### config.mk
export PLATFORM = sky130hd
export DESIGN_NAME = display_mode_sequencer
export DESIGN_NICKNAME = d
export VERILOG_FILES = /design/src/rtl/display_mode_sequencer.sv
export SDC_FILE = /design/constraint.sdc
export NUM_CORES = 1
export LEC_CHECK = 0
export CAP_MARGIN = 40
export CORE_MARGIN = 1.5
export CORE_UTILIZATION = 45
export CTS_BUF_LIST = sky130_fd_sc_hd__clkbuf_4 sky130_fd_sc_hd__clkbuf_8 sky130_fd_sc_hd__clkbuf_16
export DETAILED_ROUTE_END_ITERATION = 8
export RECOVER_POWER = 50
export SYNTH_ARGS = -nofsm -noshare
export SYNTH_HDL_FRONTEND = slang
export SYNTH_SLANG_ARGS = --single-unit
export TNS_END_PERCENT = 20
### constraint.sdc
create_clock -name iClk -period 2.4 [get_ports iClk]
set_input_delay 0.6 -clock iClk [delete_from_list [all_inputs] [get_ports iClk]]
set_output_delay 0.6 -clock iClk [all_outputs]
set_load 0.02 [all_outputs]
### src/rtl/display_mode_sequencer.sv
// display_mode_sequencer
// Selects the active pixel-path mode (1 RGB, 2 gray, 3 histogram, 4 threshold).
// Mode changes come from a debounced pushbutton (advance to the next mode) or
// from a direct request. Every change inserts exactly one blanked frame
// (oSelect = 0) and lands on a frame boundary.
// Build option: define MODE_AUTO_CYCLE_EN to also advance automatically after
// AUTO_FRAMES frames spent in one mode.
module display_mode_sequencer #(
  parameter int DEBOUNCE_CYCLES = 500000,
  parameter int AUTO_FRAMES     = 120
) (
  input  logic       iClk,
  input  logic       iRst,
  input  logic       iKey_n,
  input  logic       iDirect_valid,
  input  logic [2:0] iDirect_mode,
  input  logic       iFrame_start,
  output logic [2:0] oSelect,
  output logic       oSwitch_pulse,
  output logic       oPending
);

  localparam int DB_W = (DEBOUNCE_CYCLES > 1) ? $clog2(DEBOUNCE_CYCLES) : 1;
  localparam logic [DB_W-1:0] DB_LAST = DB_W'(DEBOUNCE_CYCLES - 1);

  typedef enum logic [1:0] {
    RUN        = 2'd0,
    WAIT_FRAME = 2'd1,
    BLANK      = 2'd2
  } state_t;

  // Advance order 1->2->3->4->1; anything else falls back to mode 1.
  function automatic logic [2:0] next_mode(input logic [2:0] m);
    logic [2:0] n;
    case (m)
      3'd1:    n = 3'd2;
      3'd2:    n = 3'd3;
      3'd3:    n = 3'd4;
      3'd4:    n = 3'd1;
      default: n = 3'd1;
    endcase
    return n;
  endfunction

  // Key path
  logic            key_s1_q;
  logic            key_s2_q;
  logic [DB_W-1:0] db_cnt_q;
  logic [DB_W-1:0] db_cnt_d;
  logic            db_level_q;
  logic            db_level_d;
  logic            key_evt_q;
  logic            key_evt_d;

  // Mode FSM
  state_t          state_q;
  state_t          state_d;
  logic [2:0]      select_q;
  logic [2:0]      select_d;
  logic [2:0]      target_q;
  logic [2:0]      target_d;
  logic            switch_q;
  logic            switch_d;
  logic            pending_q;
  logic            pending_d;

  logic            dir_ok_s;
  logic            evt_s;
  logic            auto_evt_s;
  logic            manual_acc_s;
  logic [2:0]      tgt_upd_s;

  // Two-flop synchroniser for the asynchronous pushbutton.
  always_ff @(posedge iClk or posedge iRst) begin
    if (iRst) begin
      key_s1_q <= 1'b1;
      key_s2_q <= 1'b1;
    end else begin
      key_s1_q <= iKey_n;
      key_s2_q <= key_s1_q;
    end
  end

  // Debounce: count samples differing from the accepted level; a sample equal
  // to the accepted level (i.e. any bounce back) clears the count.
  always_comb begin
    db_cnt_d   = db_cnt_q;
    db_level_d = db_level_q;
    key_evt_d  = 1'b0;
    if (key_s2_q == db_level_q) begin
      db_cnt_d = {DB_W{1'b0}};
    end else if (db_cnt_q == DB_LAST) begin
      db_cnt_d   = {DB_W{1'b0}};
      db_level_d = key_s2_q;
      key_evt_d  = ~key_s2_q;  // only the press (1->0) is an event
    end else begin
      db_cnt_d = db_cnt_q + DB_W'(1);
    end
  end

  // Debounce state and the one-cycle key event.
  always_ff @(posedge iClk or posedge iRst) begin
    if (iRst) begin
      db_cnt_q   <= {DB_W{1'b0}};
      db_level_q <= 1'b1;
      key_evt_q  <= 1'b0;
    end else begin
      db_cnt_q   <= db_cnt_d;
      db_level_q <= db_level_d;
      key_evt_q  <= key_evt_d;
    end
  end

`ifdef MODE_AUTO_CYCLE_EN
  localparam int FR_W = (AUTO_FRAMES > 1) ? $clog2(AUTO_FRAMES) : 1;
  localparam logic [FR_W-1:0] FR_LAST = FR_W'(AUTO_FRAMES - 1);

  logic [FR_W-1:0] frame_cnt_q;
  logic [FR_W-1:0] frame_cnt_d;

  // Automatic advance on the AUTO_FRAMES-th frame start spent in RUN.
  always_comb begin
    if ((state_q == RUN) && iFrame_start && (frame_cnt_q == FR_LAST)) begin
      auto_evt_s = 1'b1;
    end else begin
      auto_evt_s = 1'b0;
    end
  end

  // Frame counter: counts only in RUN, restarts on manual requests.
  always_comb begin
    if (state_q != RUN) begin
      frame_cnt_d = {FR_W{1'b0}};
    end else if (manual_acc_s) begin
      frame_cnt_d = {FR_W{1'b0}};
    end else if (iFrame_start) begin
      if (frame_cnt_q == FR_LAST) begin
        frame_cnt_d = {FR_W{1'b0}};
      end else begin
        frame_cnt_d = frame_cnt_q + FR_W'(1);
      end
    end else begin
      frame_cnt_d = frame_cnt_q;
    end
  end

  // Frame counter register.
  always_ff @(posedge iClk or posedge iRst) begin
    if (iRst) begin
      frame_cnt_q <= {FR_W{1'b0}};
    end else begin
      frame_cnt_q <= frame_cnt_d;
    end
  end
`else
  // Manual-only build: AUTO_FRAMES is kept so both builds share one interface.
  if (AUTO_FRAMES < 1) begin : g_auto_frames_unused
  end

  // No automatic advance in this build.
  always_comb begin
    auto_evt_s = 1'b0;
  end
`endif

  // Request decode and the target as updated by this cycle's requests;
  // a valid direct request takes precedence over a key/auto event.
  always_comb begin
    dir_ok_s = iDirect_valid && (iDirect_mode >= 3'd1) && (iDirect_mode <= 3'd4);
    evt_s    = key_evt_q | auto_evt_s;
    if (dir_ok_s) begin
      tgt_upd_s = iDirect_mode;
    end else if (evt_s) begin
      tgt_upd_s = next_mode(target_q);
    end else begin
      tgt_upd_s = target_q;
    end
  end

  // Next-state logic of the mode FSM.
  always_comb begin
    state_d      = state_q;
    select_d     = select_q;
    target_d     = target_q;
    switch_d     = 1'b0;
    manual_acc_s = 1'b0;
    case (state_q)
      RUN: begin
        if (dir_ok_s && (iDirect_mode != select_q)) begin
          target_d     = iDirect_mode;
          state_d      = WAIT_FRAME;
          manual_acc_s = 1'b1;
        end else if (evt_s) begin
          target_d     = next_mode(select_q);
          state_d      = WAIT_FRAME;
          manual_acc_s = key_evt_q;
        end else begin
          state_d = RUN;
        end
      end
      WAIT_FRAME: begin
        target_d = tgt_upd_s;
        if (iFrame_start) begin
          select_d = 3'd0;
          state_d  = BLANK;
        end else begin
          state_d = WAIT_FRAME;
        end
      end
      BLANK: begin
        target_d = tgt_upd_s;
        if (iFrame_start) begin
          select_d = tgt_upd_s;
          switch_d = 1'b1;
          state_d  = RUN;
        end else begin
          state_d = BLANK;
        end
      end
      default: begin
        state_d  = RUN;
        select_d = 3'd1;
        target_d = 3'd1;
      end
    endcase
    pending_d = (state_d != RUN);
  end

  // Mode FSM state and registered outputs.
  always_ff @(posedge iClk or posedge iRst) begin
    if (iRst) begin
      state_q   <= RUN;
      select_q  <= 3'd1;
      target_q  <= 3'd1;
      switch_q  <= 1'b0;
      pending_q <= 1'b0;
    end else begin
      state_q   <= state_d;
      select_q  <= select_d;
      target_q  <= target_d;
      switch_q  <= switch_d;
      pending_q <= pending_d;
    end
  end

  assign oSelect       = select_q;
  assign oSwitch_pulse = switch_q;
  assign oPending      = pending_q;

endmodule

=== Word level (Yosys, flattened, before mapping) ===
Cells that the tools add are included.

* Register bits: 33
* Input bits: 8
* Output and inout bits: 5
* Logic and storage cells: 59

* Add/sub/neg operators: 1
* Magnitude comparators: 2
* Equality and inequality tests: 14
* Mux-type cells: 21
* Bitwise operators: 3
* Reductions and logical operators: 8

{| class="wikitable"
|+ Operators with widths
! kind !! count
|-
| 19-bit 2-to-1 mux || 2
|-
| 3-bit case mux with 3 select lines || 3
|-
| 19-bit by 1-bit adder with 19-bit output, second input constant || 1
|-
| 19-bit equality test, second input constant || 1
|-
| 3-bit 2-to-1 mux || 6
|-
| 3-bit by 2-bit equality test with 1-bit output, second input constant || 4
|-
| 3-bit by 1-bit equality test with 1-bit output, second input constant || 2
|-
| 1-bit 2-to-1 mux || 6
|-
| 2-bit case mux with 3 select lines || 1
|-
| 3-bit case mux with 2 select lines || 1
|-
| 2-bit 2-to-1 mux || 2
|-
| 2-bit != test, second input constant || 2
|-
| 3-bit by 1-bit >= comparator with 1-bit output, second input constant || 1
|-
| 3-bit less-or-equal comparator, second input constant || 1
|-
| 1-bit logical AND || 3
|-
| 3-bit != test || 1
|-
| 3-bit != test, second input constant || 1
|-
| 1-bit NOT || 3
|-
| 3-bit AND reduction || 1
|-
| 2-bit by 1-bit equality test with 1-bit output, second input constant || 1
|-
| 2-bit equality test, second input constant || 1
|-
| 2-bit zero test || 1
|-
| 2-bit AND reduction || 1
|-
| 2-bit nonzero test || 1
|-
| 2 further kinds || 2
|}

=== Longest topological paths before layout ===
* Depth in word-level cells: 7
* Mapped depth: 7
* Depth with buffers taken out: 6

=== Least setup slack after synthesis ===
OpenSTA, ideal clock, no wires.

* Kind: input to register
* From: in iDirect_mode[1]
* To: reg target_q[1]
* Setup time: 125 ps
* Arrival time: 1692 ps
* Required time: 2275 ps
* Setup slack: 582 ps
* Stages: 5
* Buffers on the path: 0
* Cell sequence: nor2_2 > mux2_4 > a211oi_4 > mux2i_1 > a21oi_1

* Longest elaborated chain between the ends: 6
* Elaborated cells on any way between the ends: 10
* Those cells by class: order compare (2); eq/ne (2); mux (3); reduce/logical (3)

{| class="wikitable"
|+ Ends and longest elaborated chain
! element !! RTL line !! source
|-
| from (decl) || 16 || <nowiki>input logic [2:0] iDirect_mode,</nowiki>
|-
| 3-bit by 1-bit >= comparator with 1-bit output || 169 || <nowiki>dir_ok_s = iDirect_valid && (iDirect_mode >= 3'd1) && (iDirect_mode <= 3'd4);</nowiki>
|-
| 1-bit logical AND (2 in series) || 169 ||
|-
| 1-bit logical AND || 189 || <nowiki>if (dir_ok_s && (iDirect_mode != select_q)) begin</nowiki>
|-
| 3-bit 2-to-1 mux || 189 ||
|-
| 3-bit case mux with 2 select lines || 187 || <nowiki>case (state_q)</nowiki>
|-
| to (signal assigned) || 240 || <nowiki>target_q <= target_d;</nowiki>
|-
| to (decl) || 60 || <nowiki>logic [2:0] target_q;</nowiki>
|}

Several ways; a longest one is shown, not always the timed one.
A chain may end at the register's enable or synchronous reset.

=== Worst setup path after layout ===
Same ends and word-level chain as after synthesis.

==> flow_metrics.tcl <==
set metrics [dict create \
    io_pins 13 \
    rows 22 \
    worstMarginPinSlew_ns 0.783 \
    synthTopCellsByArea "dfrtp_1 39%, dfstp_2 7.4%, xor2_1 5.9%, nor2_1 5.1%, xnor2_1 4.9%" \
    grt_usage_pct 18.5 \
    place.port_buffers 12 \
    syn-cell-area_um2 1780 \
    ys_seq_area_share_pct 46.9 \
    slowest_stage "clkdlybuf4s50_1" \
    end_kind "register" \
    wire_per_inst_um 13.0 \
    dp_slack_ns 0.0323 \
    die_y_um 65.8 \
    finClkSkew_ns 0.00989 \
    ys_warn_count 0 \
    critPathArrivalTime_ns 2.25 \
    synth_compound_area_share_pct 9.37 \
    syn2layout_area_growth_pct 17.5 \
    leakage_nw 0.892 \
    synth_top_cell_area_share_pct 39.5 \
    synth_top_family_by_area "simple AND/OR/NAND/NOR gates" \
    cts_tree "yes" \
    synth-async-reset-ratio_pct 100 \
    synth_simple_gate_area_share_pct 22.3 \
    dieArea_um2 4330 \
    diodes 0 \
    crit_required_ns 2.57 \
    powerDensity_nw_per_um2 854 \
    synth_fp_nets 191 \
    grt_pass1_vias 1330 \
    finalHoldViolCount 0 \
    layout_common_cells "28 x dfrtp_1, 24 x nor2_1, 14 x nand2_1" \
    path_cells "clkdlybuf4s50_1 > nor2_2 > mux2_4 > a211oi_4 > mux2i_1 > a21oi_1" \
    initial_utilization_pct 47.8 \
    fin_ws_ns 0.320 \
    rsz0062_at_grt "no" \
    cts_resized 0 \
    hpwlAfterDp_um 2410 \
    synthCells 178 \
    outcome "finished clean" \
    gp_congestion 0.889 \
    cts.clk_slew.worst_paths_ns 0.06 \
    vias 1321 \
    postSynthAreaPerCell_um2 9.97 \
    slew_headroom_pct 47.8 \
    final_area_um2 2090 \
    drtIter0Drc 83 \
    vdd_ir_drop_max_v 0.000346 \
    core_um2 3720 \
    firstDrtPassIters 4 \
    drv_slew 0 \
    antenna_found_initial 0 \
    grt_max_degree 34 \
    numCtsBuffers 5 \
    cts_root_buffer "clkbuf_8" \
    cts.htree.levels 2 \
    drive_above_1_share_pct 13.9 \
    maxCapViolCount 0 \
    post-cts-setup-buffers 0 \
    cts_hold_buffers 0 \
    setup_tns_ns 0 \
    finalSetupViolCount 0 \
    crit_type "primary input to register" \
    grt_overflow 0 \
    synthAdderAreaFrac_pct 3.52 \
    clockBufferDepth 2 \
    max_freq_ghz 0.481 \
    hold_path.class "register to register" \
    fin_crit_sh_pct 86.6 \
    p_total_mw 1.78 \
    synth-seq-cells 33 \
    yosys.area.top_type "dfrtp_1" \
    fin_nets 213 \
    synthFlopType "dfrtp_1" \
    grt_pass1_wl_um 6020 \
    synth_edf_count 0 \
    synth.area.mux_share_pct 4.37 \
    cts_sinks 33 \
    avgViaCountPerCell 5.31 \
    layout.cells.most_common "dfrtp_1" \
    period_needed_ns 2.08 \
    place_area_um2 1980 \
    startpoint_type "primary input" \
    antenna_left 0 \
    max_stage_delay_ns 0.48 \
    die_w_um 65.8 \
    drc_errors 0 \
    synth_xor_xnor_area_share_pct 10.9 \
    totalWireLength_um 3240 \
    clkLatencyLatePin_ns 0.29 \
    ys_types 44 \
    crit_fanout 7 \
]
==> sequential cells by signal, indices dropped and copies added, names as in the netlist <==
register	count
key_s1_q	1
db_level_q	1
key_s2_q	1
target_q	3
state_q	2
db_cnt_q	19
oPending	1
evt_s	1
oSwitch_pulse	1
oSelect	3
==> logic make-up (layout without fill, tap and decap cells) <==
family / count (synthesis) / after routing
xor+xnor: 22 / 22
compound gates: 24 / 24
simple gates: 76 / 76
fa+ha+maj: 5 / 5
mux: 7 / 7
flops: 33 / 33
buf+inv: 11 / 34
==> power breakdown <==
part | total (mW) | internal [mW] | leakage [nW] | switching [mW]
sequential | 0.709 | 0.642 | 0.434 | 0.0670
combinational | 0.555 | 0.249 | 0.399 | 0.307
clock | 0.517 | 0.319 | 0.0586 | 0.198
total | 1.78 | 1.21 | 0.892 | 0.572
==> through the flow <==
step	utilization, %	cells	hold slack (ns)
6_report	56.2	249	0.360
4_1_cts	56.2	249	0.361
2_1_floorplan	-	178	0.345
3_3_place_gp	53.2	241	0.348
5_1_grt	56.2	249	0.367
3_5_place_dp	53.2	241	0.351
==> final timing paths <==
| path | cells after the start | slack [ns] | to | from |
|---|---|---|---|---|
| max reg2reg | 5 | 0.56 | db_cnt_q[17]$_DFF_PP0_ | db_cnt_q[14]$_DFF_PP0_ |
| max | 6 | 0.32 | target_q[1]$_DFFE_PP0P_ | iDirect_mode[1] |
| min | 0 | 0.36 | key_s2_q$_DFF_PP1_ | key_s1_q$_DFF_PP1_ |
| min in group asynchronous | 3 | 0.98 | db_cnt_q[0]$_DFF_PP0_ | iRst |
| min reg2reg | 0 | 0.36 | key_s2_q$_DFF_PP1_ | key_s1_q$_DFF_PP1_ |
| max in group asynchronous | 3 | 0.92 | db_cnt_q[10]$_DFF_PP0_ | iRst |
==> final cells by class <==
cell class / instances / area (µm²)
tap: 48 / 60.1
fill: 333 / 1630
clock buffer: 6 / 76.3
sequential: 33 / 832
timing repair buffer: 17 / 155
inverter: 9 / 33.8
multi-input combinational: 134 / 895
clock inverter: 2 / 35.0
==> synthesized netlist by cell type (2+ instances only) <==
cell type   n
a21oi_1     3
mux2i_1     4
o31ai_1     2
xor2_1     12
dfrtp_1    28
a31oi_1     3
xnor2_1    10
nand3_1     7
and4_1      2
dfstp_2     5
nor2_1     24
mux2_2      2
nor3_1      3
nand2_1    14
ha_1        5
inv_1       9
and2_1      4
buf_4       2
nand4_1     7
nand2b_1    2
o21ai_0     7
==> worst max-delay path: cells and delay by family <==
| family | cells | cell delay [ns] |
|---|---|---|
| buffers and inverters | 1 | 0.48 |
| AOI/OAI and AO/OA | 2 | 0.39 |
| muxes | 2 | 0.60 |
| and+or+nand+nor | 1 | 0.18 |
==> layer usage <==
layer	routed length, µm	GRT usage, %	vias to the layer above
met5	0	0	-
met3	126	5.11	7
met2	1490	30.1	26
li1	-	-	659
met1	1560	23.5	629
met4	63	7.03	0
Note: power is estimated with default switching activity, not from simulation.
